[src/rtl/idex_hazard_ctrl_pkg.sv]
// Shared constants and FSM encoding for the ID/EX hazard controller.
// The default multi-cycle latency is shared with the mult/div unit.
package hazard_pkg;

    typedef enum logic [0:0] {
        HZ_IDLE    = 1'b0,
        HZ_MC_BUSY = 1'b1
    } hz_state_t;

    localparam int REG_ZERO             = 0;
    localparam int HZ_MC_LATENCY_DEF    = 32;

endpackage

[src/rtl/idex_hazard_ctrl_if.sv]
// Decode-side request and pipeline-control bundle for idex_hazard_ctrl.
// master = pipeline/decode side, slave = hazard controller.
interface idex_hazard_ctrl_if #(parameter int REG_ADDR_W = 5);

    logic                  ID_Valid;
    logic [REG_ADDR_W-1:0] ID_Rs;
    logic [REG_ADDR_W-1:0] ID_Rt;
    logic                  ID_UsesRs;
    logic                  ID_UsesRt;
    logic                  ID_IsMultiCycle;
    logic                  ID_BranchTaken;
    logic                  EX_MemRead;
    logic [REG_ADDR_W-1:0] EX_DestReg;
    logic                  PC_Write;
    logic                  IFID_Write;
    logic                  IFID_Flush;
    logic                  IDEX_Flush;
    logic                  Busy;
    logic [31:0]           Perf_StallCycles;

    modport master (
        output ID_Valid, ID_Rs, ID_Rt, ID_UsesRs, ID_UsesRt, ID_IsMultiCycle,
               ID_BranchTaken, EX_MemRead, EX_DestReg,
        input  PC_Write, IFID_Write, IFID_Flush, IDEX_Flush, Busy, Perf_StallCycles
    );

    modport slave (
        input  ID_Valid, ID_Rs, ID_Rt, ID_UsesRs, ID_UsesRt, ID_IsMultiCycle,
               ID_BranchTaken, EX_MemRead, EX_DestReg,
        output PC_Write, IFID_Write, IFID_Flush, IDEX_Flush, Busy, Perf_StallCycles
    );

endinterface

[src/rtl/idex_hazard_ctrl_mc_timer.sv]
// Loadable down-counter with a done flag; times the bubbles of a multi-cycle op.
module hazard_mc_timer #(
    parameter int CNT_W = 5
) (
    input  logic             Clock,
    input  logic             Reset,
    input  logic             i_load,
    input  logic [CNT_W-1:0] i_load_val,
    input  logic             i_dec,
    output logic             o_done
);

    logic [CNT_W-1:0] r_count;

    // Remaining-bubble counter: load on issue, count down while busy
    always_ff @(posedge Clock) begin
        if (Reset) begin
            r_count <= {CNT_W{1'b0}};
        end else if (i_load) begin
            r_count <= i_load_val;
        end else if (i_dec && (r_count != {CNT_W{1'b0}})) begin
            r_count <= r_count - {{(CNT_W-1){1'b0}}, 1'b1};
        end else begin
            r_count <= r_count;
        end
    end

    assign o_done = (r_count == {CNT_W{1'b0}});

endmodule

[src/rtl/idex_hazard_ctrl.sv]
// Load-use / multi-cycle / branch-flush controller for the IF/ID, PC and ID/EX registers.
// Optional stall counter enabled by defining STALL_PERF_COUNTER_EN.
module idex_hazard_ctrl
    import hazard_pkg::*;
#(
    parameter int MC_LATENCY = HZ_MC_LATENCY_DEF,
    parameter int REG_ADDR_W = 5
) (
    input  logic         Clock,
    input  logic         Reset,
    idex_hazard_ctrl_if.slave hz
);

    localparam int CNT_W = $clog2(MC_LATENCY);

    hz_state_t r_state;
    logic      w_load_use;
    logic      w_mc_issue;
    logic      w_timer_done;
    logic      w_pc_write;
    logic      w_ifid_write;
    logic      w_ifid_flush;
    logic      w_idex_flush;
    logic      w_busy;

    assign w_load_use = hz.ID_Valid && hz.EX_MemRead
                     && (hz.EX_DestReg != REG_ADDR_W'(REG_ZERO))
                     && ((hz.ID_UsesRs && (hz.ID_Rs == hz.EX_DestReg))
                      || (hz.ID_UsesRt && (hz.ID_Rt == hz.EX_DestReg)));

    // Control decode; reset forces the free-running pipeline pattern
    always_comb begin
        w_pc_write   = 1'b1;
        w_ifid_write = 1'b1;
        w_ifid_flush = 1'b0;
        w_idex_flush = 1'b0;
        w_busy       = 1'b0;
        w_mc_issue   = 1'b0;
        if (Reset) begin
            w_busy = 1'b0;
        end else if (r_state == HZ_MC_BUSY) begin
            w_pc_write   = 1'b0;
            w_ifid_write = 1'b0;
            w_idex_flush = 1'b1;
            w_busy       = 1'b1;
        end else if (w_load_use) begin
            w_pc_write   = 1'b0;
            w_ifid_write = 1'b0;
            w_idex_flush = 1'b1;
        end else if (hz.ID_Valid && hz.ID_IsMultiCycle) begin
            // A mult/div that also claims a taken branch is treated as mult/div only
            w_mc_issue = 1'b1;
        end else begin
            w_ifid_flush = hz.ID_BranchTaken;
        end
    end

    hazard_mc_timer #(.CNT_W(CNT_W)) u_mc_timer (
        .Clock      (Clock),
        .Reset      (Reset),
        .i_load     (w_mc_issue),
        .i_load_val (CNT_W'(MC_LATENCY - 2)),
        .i_dec      (r_state == HZ_MC_BUSY),
        .o_done     (w_timer_done)
    );

    // Controller FSM
    always_ff @(posedge Clock) begin
        if (Reset) begin
            r_state <= HZ_IDLE;
        end else begin
            case (r_state)
                HZ_IDLE:    r_state <= w_mc_issue ? HZ_MC_BUSY : HZ_IDLE;
                HZ_MC_BUSY: r_state <= w_timer_done ? HZ_IDLE : HZ_MC_BUSY;
                default:    r_state <= HZ_IDLE;
            endcase
        end
    end

`ifdef STALL_PERF_COUNTER_EN
    logic [31:0] r_perf;

    // Saturating count of bubble cycles
    always_ff @(posedge Clock) begin
        if (Reset) begin
            r_perf <= 32'd0;
        end else if (w_idex_flush && (r_perf != 32'hFFFF_FFFF)) begin
            r_perf <= r_perf + 32'd1;
        end else begin
            r_perf <= r_perf;
        end
    end

    assign hz.Perf_StallCycles = Reset ? 32'd0 : r_perf;
`else
    assign hz.Perf_StallCycles = 32'd0;
`endif

    assign hz.PC_Write   = w_pc_write;
    assign hz.IFID_Write = w_ifid_write;
    assign hz.IFID_Flush = w_ifid_flush;
    assign hz.IDEX_Flush = w_idex_flush;
    assign hz.Busy       = w_busy;

endmodule

[src/flat_wrapper.sv]
// flat-port wrapper written by rule: the top's interface ports become plain ports
module idex_hazard_ctrl_flat import hazard_pkg::*;
#(
    parameter int MC_LATENCY = HZ_MC_LATENCY_DEF,
    parameter int REG_ADDR_W = 5
)
  (Clock, Reset, hz_ID_Valid, hz_ID_Rs, hz_ID_Rt, hz_ID_UsesRs, hz_ID_UsesRt, hz_ID_IsMultiCycle, hz_ID_BranchTaken, hz_EX_MemRead, hz_EX_DestReg, hz_PC_Write, hz_IFID_Write, hz_IFID_Flush, hz_IDEX_Flush, hz_Busy, hz_Perf_StallCycles);
  idex_hazard_ctrl_if #(.REG_ADDR_W(REG_ADDR_W)) hz_i ();
  input  logic Clock;
  input  logic Reset;
  input wire logic [$bits(hz_i.ID_Valid)-1:0] hz_ID_Valid;
  input wire logic [$bits(hz_i.ID_Rs)-1:0] hz_ID_Rs;
  input wire logic [$bits(hz_i.ID_Rt)-1:0] hz_ID_Rt;
  input wire logic [$bits(hz_i.ID_UsesRs)-1:0] hz_ID_UsesRs;
  input wire logic [$bits(hz_i.ID_UsesRt)-1:0] hz_ID_UsesRt;
  input wire logic [$bits(hz_i.ID_IsMultiCycle)-1:0] hz_ID_IsMultiCycle;
  input wire logic [$bits(hz_i.ID_BranchTaken)-1:0] hz_ID_BranchTaken;
  input wire logic [$bits(hz_i.EX_MemRead)-1:0] hz_EX_MemRead;
  input wire logic [$bits(hz_i.EX_DestReg)-1:0] hz_EX_DestReg;
  output wire logic [$bits(hz_i.PC_Write)-1:0] hz_PC_Write;
  output wire logic [$bits(hz_i.IFID_Write)-1:0] hz_IFID_Write;
  output wire logic [$bits(hz_i.IFID_Flush)-1:0] hz_IFID_Flush;
  output wire logic [$bits(hz_i.IDEX_Flush)-1:0] hz_IDEX_Flush;
  output wire logic [$bits(hz_i.Busy)-1:0] hz_Busy;
  output wire logic [$bits(hz_i.Perf_StallCycles)-1:0] hz_Perf_StallCycles;
  assign hz_i.ID_Valid = hz_ID_Valid;
  assign hz_i.ID_Rs = hz_ID_Rs;
  assign hz_i.ID_Rt = hz_ID_Rt;
  assign hz_i.ID_UsesRs = hz_ID_UsesRs;
  assign hz_i.ID_UsesRt = hz_ID_UsesRt;
  assign hz_i.ID_IsMultiCycle = hz_ID_IsMultiCycle;
  assign hz_i.ID_BranchTaken = hz_ID_BranchTaken;
  assign hz_i.EX_MemRead = hz_EX_MemRead;
  assign hz_i.EX_DestReg = hz_EX_DestReg;
  assign hz_PC_Write = hz_i.PC_Write;
  assign hz_IFID_Write = hz_i.IFID_Write;
  assign hz_IFID_Flush = hz_i.IFID_Flush;
  assign hz_IDEX_Flush = hz_i.IDEX_Flush;
  assign hz_Busy = hz_i.Busy;
  assign hz_Perf_StallCycles = hz_i.Perf_StallCycles;
  idex_hazard_ctrl #(.MC_LATENCY(MC_LATENCY), .REG_ADDR_W(REG_ADDR_W)) u_core (.Clock(Clock), .Reset(Reset), .hz(hz_i));
endmodule
[config.mk]
export PLATFORM = sky130hd
export DESIGN_NAME = idex_hazard_ctrl_flat
export DESIGN_NICKNAME = d
export VERILOG_FILES = /design/src/rtl/idex_hazard_ctrl_pkg.sv /design/src/rtl/idex_hazard_ctrl_if.sv /design/src/rtl/idex_hazard_ctrl_mc_timer.sv /design/src/rtl/idex_hazard_ctrl.sv /design/src/flat_wrapper.sv
export SDC_FILE = /design/constraint.sdc
export NUM_CORES = 1
export LEC_CHECK = 0
export CAP_MARGIN = 40
export CORE_MARGIN = 2
export CORE_UTILIZATION = 34
export CTS_CLUSTER_DIAMETER = 40
export DETAILED_ROUTE_END_ITERATION = 12
export GPL_TIMING_DRIVEN = 0
export PLACE_DENSITY = 0.95
export SYNTH_ARGS = -nofsm -noshare
export SYNTH_HDL_FRONTEND = slang
export SYNTH_SLANG_ARGS = --single-unit
[constraint.sdc]
create_clock -name Clock -period 2.7 [get_ports Clock]
set_input_delay 0.54 -clock Clock [delete_from_list [all_inputs] [get_ports Clock]]
set_output_delay 0.54 -clock Clock [all_outputs]
set_load 0.02 [all_outputs]
# == Word level (Yosys, flattened, before mapping) ==
# Cells that the tools add are included.
# totals
inputBits,23
regBits,6
# op_classes
muxes,21
n_addsub,1
n_bitwise,1
n_eq_ne,2
reduce_logical,13
# ops
cell,count
2-to-1 mux 1 bit,18
== test 5 bit,2
2-to-1 mux 5 bit,2
nonzero test 5 bit,2
logical AND 1 bit,7
logical NOT 5 bit,1
"subtractor 5 x 1 -> 5 bit, second input constant",1
case mux 1 bit (2 select lines),1
nonzero test 2 bit,1
OR reduction 2 bit,1
logical OR 1 bit,1
inverter 1 bit,1

# == Longest topological paths before layout ==
# depth
word_depth,9
mapped_depth,7
depth_no_buf,7

# == By module ==
# Synthesis repeated with hierarchy kept, for this count alone.
# unflattened
cells_unflattened,103
hier_area_um2,815.8
# by_module_without_submodules
module,seq_area_each_um2,area_each_um2,cells_each,n_inst
idex_hazard_ctrl,20.0,489.2,66,1
hazard_mc_timer,100.1,326.6,37,1

# == Worst setup path before layout ==
# Ideal clock, no wire load.
# synth_timing
path_type,input to output
startpoint,in hz_EX_DestReg[3]
endpoint,out hz_IFID_Flush
slack_ns,0.361
stages,3
arrival_ns,1.799
path_buffers,0
t_required_ns,2.160
path_cell_list,or3_1 > o311a_1 > a211oi_1
# synth_via
elab_chain_cells,7
# synth_lines
element,line_no,source
"start, declared",flat_wrapper.sv:19,input wire logic [$bits(hz_i.EX_DestReg)-1:0] hz_EX_DestReg;
"== test 5 bit, on equally long branches","idex_hazard_ctrl.sv:28, idex_hazard_ctrl.sv:29",
"logical AND 1 bit, on equally long branches","idex_hazard_ctrl.sv:28, idex_hazard_ctrl.sv:29",
logical OR 1 bit,idex_hazard_ctrl.sv:29,|| (hz.ID_UsesRt && (hz.ID_Rt == hz.EX_DestReg)));
logical AND 1 bit (*),idex_hazard_ctrl.sv:28,&& ((hz.ID_UsesRs && (hz.ID_Rs == hz.EX_DestReg))
2-to-1 mux 1 bit (*),idex_hazard_ctrl.sv:46,end else if (w_load_use) begin
2-to-1 mux 1 bit (*),idex_hazard_ctrl.sv:41,end else if (r_state == HZ_MC_BUSY) begin
2-to-1 mux 1 bit (*),idex_hazard_ctrl.sv:39,if (Reset) begin
"end, declared",flat_wrapper.sv:22,output wire logic [$bits(hz_i.IFID_Flush)-1:0] hz_IFID_Flush;
# Every way passes the cells marked *; elsewhere a longest branch is shown, timed or not.

# == Final worst setup path ==
# layout_timing
startpoint,in hz_EX_DestReg[3]
endpoint,out hz_IDEX_Flush
# layout_via
elab_chain_cells,7
# layout_lines
element,line_no,source
"== test 5 bit, on equally long branches","idex_hazard_ctrl.sv:28, idex_hazard_ctrl.sv:29",
"logical AND 1 bit, on equally long branches","idex_hazard_ctrl.sv:28, idex_hazard_ctrl.sv:29",
logical OR 1 bit,idex_hazard_ctrl.sv:29,
logical AND 1 bit (*),idex_hazard_ctrl.sv:28,
2-to-1 mux 1 bit (*),idex_hazard_ctrl.sv:46,
2-to-1 mux 1 bit (*),idex_hazard_ctrl.sv:41,
2-to-1 mux 1 bit (*),idex_hazard_ctrl.sv:39,
"end, declared",flat_wrapper.sv:23,output wire logic [$bits(hz_i.IDEX_Flush)-1:0] hz_IDEX_Flush;
# Marked as above.

==> results list <==
* Floorplan die width: slightly below 50 µm
- Setup repair after global routing left no endpoint under its margin.
* Total net switching power: 0.1475 mW
* Warning count from the yosys run: 0
- Of all nets on the critical path, the largest fanout is 3.
- The final layout contains 176 nets.
- Count of flip-flops with a built-in enable after synthesis: 0
* Hold Crit Endpoint: u_core.u_mc_timer.r_count[3]
* XOR/XNOR share of the synthesized area: 0.1634
- Across all register-to-register paths, the minimum setup slack is 0.90 ns.
- Clock-pin slew was measured on the worst setup and hold paths at around 0.040 ns.
- Post-synthesis compound-gate area fraction: 0.1472
- Post-route clock skew: 0.006259 ns
- The design draws 0.3944 mW.
* Core area: just under 0.002 mm²
- Total routing resource utilization after global routing: 0.1549
* Die outline area: 0.002428 mm²
* Final weighted congestion of routability-driven global placement: 0.7700
- After detailed routing, the number of vias per cell comes to 4.056.
- Of the total power, the share spent switching nets is 0.3740.
- After floorplanning, the core was divided into 16 placement rows.
- Final WS setup: ~0.047 ns
- The count of nets left with antenna violations once routing finished came out at 0.
* Number of hold violations in the final report: 0
* Ys async rst share: 0
- At the placement stage, the worst setup path has a slack of -0.5471 ns.
- PortBufs: 27
- Pin count of the biggest net entering global routing: 11
* TritonCTS sink count: 6
* IR drop worst, VDD: 0.1825 mV
- Detailed placement ended at an HPWL of 1546 µm.
- Along the worst hold path, the cell count comes to 2.
- Reg-to-reg critical path endpoint: u_core.u_mc_timer.r_count[3]
- TritonCTS created 3 clock buffers.
- Total power per unit cell area: roughly 350 mW/mm²
* Portion of total power attributed to the clock network: 0.227
* Layout filler cell count: 183
- Of the total synthesized cell area, the portion taken by AND, OR, NAND and NOR gates is 0.1167.
- Register area: around 120 µm²
- Classification of the worst-slack hold path: reg -> reg
- Counting distinct cell types in the post-synthesis netlist gives 25.
- Portion of total power attributed to combinational logic: 0.489
- For this design, the CTS-stage hold fixing added 0 buffers.
- Vias: between 700 and 800
* Static leakage: 0.5603 nW
* Area used by multi-input combinational logic: ~440 µm²
* Required time at the endpoint of the critical path: approximately 2.2 ns
- Internal power of the cells: 0.2469 mW
- Setup crit end kind: output port
- Fraction of layout instances using a drive strength above 1: 0.2933
* Number of iterations in the first detailed-routing pass: 4
- Worst endpoint data arrival time: about 2.1 ns
* Maximum level of the CTS H-tree: 1
- Synthesis produced a netlist whose cell count is 88.
- Achievable frequency: 376.9 MHz
- TritonCTS clock tree: done
- Mean post-synth cell area: 7.920 µm²
- Of the synthesized area, sequential elements account for 0.1724.
- In the finished design, the share of the clock period the worst path needs comes to 0.9827.
- 0 antenna diodes ended up in the layout.
- Post-Synth Adder-Cell Area: 0.01795
- The worst setup path is launched from an input pin.
- The critical path is of the in -> out type.
- Hold path start: u_core.u_mc_timer.r_count[3]
* Leading register cell type out of synthesis: sky130_fd_sc_hd__dfxtp_1
- Measured against the total synthesized area, the mux share comes to 0.
- Setup violations remaining at the end of the flow were counted as 0.
- Starting Density: 0.3589
- Run status: finished, final reports clean
- Cell area after technology mapping: between 600 and 700 µm²
* Combinational family with the most area after synthesis: buffers and inverters
* Number of antenna violations at the first check in global routing: 0
* Number of remaining DRC errors: 0
- Wire length of the first global-routing pass: between 2000 and 3000 µm
- Of the total power, registers draw 0.284.
- Number of global-route vias before repair: 658
- Post-detailed-routing wire length: 1803 µm
* Fin. max-slew vios: 0
- Total gr overflow: 0
- Clock tree synthesis selected as its root buffer the cell sky130_fd_sc_hd__clkbuf_4.
* Count of boundary I/O pins: 60
* Maximum buffer depth of the clock tree: 2
* Area Overhead vs Synth: 62.66%
* DR iter-0 viols: 16
- Wire length per cell: 10.19 µm
* R2r worst-path depth: 7
- After routing the design area is 0.001134 mm².
- Final critical-path required period: 2.653 ns
- After detailed placement, the total cell area comes to 0.001117 mm².
- Clk_lat worst skew: 0.26 ns
* Launch instance of the worst register-to-register path: u_core.u_mc_timer.r_count[0]
- In this run the vertical extent of the chip is 49.28 µm.
- Post-synthesis sequential element count: 6
- Number of violations of the max-capacitance limit: 0
worst max path at each step:
stage | slack, ns | start | to
finish | 0.05 | hz_EX_DestReg[3] | hz_IDEX_Flush
floorplan | 0.36 | hz_EX_DestReg[3] | hz_IFID_Flush
global placement | -0.51 | hz_EX_DestReg[3] | hz_PC_Write
detailed placement | -0.55 | hz_EX_DestReg[3] | hz_PC_Write
CTS | 0.01 | hz_EX_DestReg[3] | hz_IFID_Write
global route | 0.004 | hz_EX_DestReg[3] | hz_IDEX_Flush
power by group through the flow:
stage | clock network [mW] | registers [mW] | logic [mW]
2_1_floorplan | 0 | 0.109 | 0.138
3_3_place_gp | 0 | 0.110 | 0.187
3_5_place_dp | 0 | 0.113 | 0.193
4_1_cts | 0.0905 | 0.111 | 0.192
5_1_grt | 0.0973 | 0.113 | 0.207
6_report | 0.0896 | 0.112 | 0.193
cells in the final DEF, fill, tap and decap left out, types with 2 or more instances in the layout:
| cell | Yosys | layout |
|---|---|---|
| sky130_fd_sc_hd__clkbuf_4 | 0 | 3 |
| sky130_fd_sc_hd__clkdlybuf4s50_1 | 0 | 18 |
| sky130_fd_sc_hd__buf_4 | 33 | 34 |
| sky130_fd_sc_hd__xnor2_1 | 12 | 12 |
| sky130_fd_sc_hd__conb_1 | 1 | 32 |
| sky130_fd_sc_hd__nand4_1 | 2 | 2 |
| sky130_fd_sc_hd__dlygate4sd2_1 | 0 | 6 |
| sky130_fd_sc_hd__dfxtp_1 | 6 | 6 |
| sky130_fd_sc_hd__o21ai_0 | 5 | 5 |
| sky130_fd_sc_hd__inv_1 | 3 | 3 |
| sky130_fd_sc_hd__nor2_1 | 3 | 3 |
| sky130_fd_sc_hd__a211oi_1 | 2 | 2 |
| sky130_fd_sc_hd__buf_2 | 0 | 2 |
| sky130_fd_sc_hd__nand2_1 | 6 | 5 |
cell type report:
class / count / area share
buffer: 34 / 0.2219
clock buffer: 3 / 0.01987
inverter: 3 / 0.009934
multi-input combinational: 76 / 0.3874
sequential: 6 / 0.1060
tap: 27 / 0.02980
timing repair buffer: 28 / 0.2252
metrics by stage:
| step | util | cells | setup TNS, ns | hold slack [ns] |
|---|---|---|---|---|
| final | 0.5838 | 177 | 0 | 0.5791 |
| after floorplan | - | 119 | 0 | 0.5200 |
| after CTS | 0.5889 | 177 | 0 | 0.5816 |
| after global placement | 0.5754 | 173 | -1.698 | 0.5394 |
| after global routing | 0.5838 | 177 | 0 | 0.5998 |
| after detailed placement | 0.5754 | 173 | -1.899 | 0.5710 |
Yosys cell counts, types with 2 or more instances:
master | count | share of area
sky130_fd_sc_hd__buf_4 | 33 | 0.36
sky130_fd_sc_hd__xnor2_1 | 12 | 0.15
sky130_fd_sc_hd__dfxtp_1 | 6 | 0.17
sky130_fd_sc_hd__nand2_1 | 6 | 0.032
sky130_fd_sc_hd__o21ai_0 | 5 | 0.036
sky130_fd_sc_hd__inv_1 | 3 | 0.016
sky130_fd_sc_hd__nor2_1 | 3 | 0.016
sky130_fd_sc_hd__a211oi_1 | 2 | 0.022
sky130_fd_sc_hd__nand4_1 | 2 | 0.018
routing by layer:
| metal | global-route usage | share of wire |
|---|---|---|
| met5 | 0 | 0 |
| met4 | 0.1381 | 0.048 |
| met3 | 0.01227 | 0.068 |
| met2 | 0.3086 | 0.56 |
| met1 | 0.1333 | 0.32 |
kinds of logic (layout without fill, tap and decap cells):
family / count (synthesis) / count (layout)
other: 1 / 32
adder cells (fa/ha/maj): 1 / 1
AO/OA/AOI/OAI: 14 / 14
flip-flops: 6 / 6
buffers and inverters: 37 / 68
XOR/XNOR: 13 / 13
AND/OR/NAND/NOR: 16 / 16
what timing repair did:
item / CTS / global route
hold endpoints to repair: 0 / 0
cloned: 0 / 0
buffers inserted: 1 / 0
endpoints found under the setup margin: 4 / 2
resized for setup: 17 / 3
pin swaps: 2 / 0
state kept, by name, indices dropped and copies added, names as in the netlist:
signal,cells
u_core.u_mc_timer.r_count,5
u_core.r_state,1
worst max-delay path: stages:
cell                            delay [ns]
sky130_fd_sc_hd__dlygate4sd2_1        0.27
sky130_fd_sc_hd__or3_1                0.39
sky130_fd_sc_hd__o311a_1              0.39
sky130_fd_sc_hd__nand2_2              0.11
sky130_fd_sc_hd__a21oi_1              0.07
sky130_fd_sc_hd__dlygate4sd2_1        0.34
(Power assumes the default switching activity.)
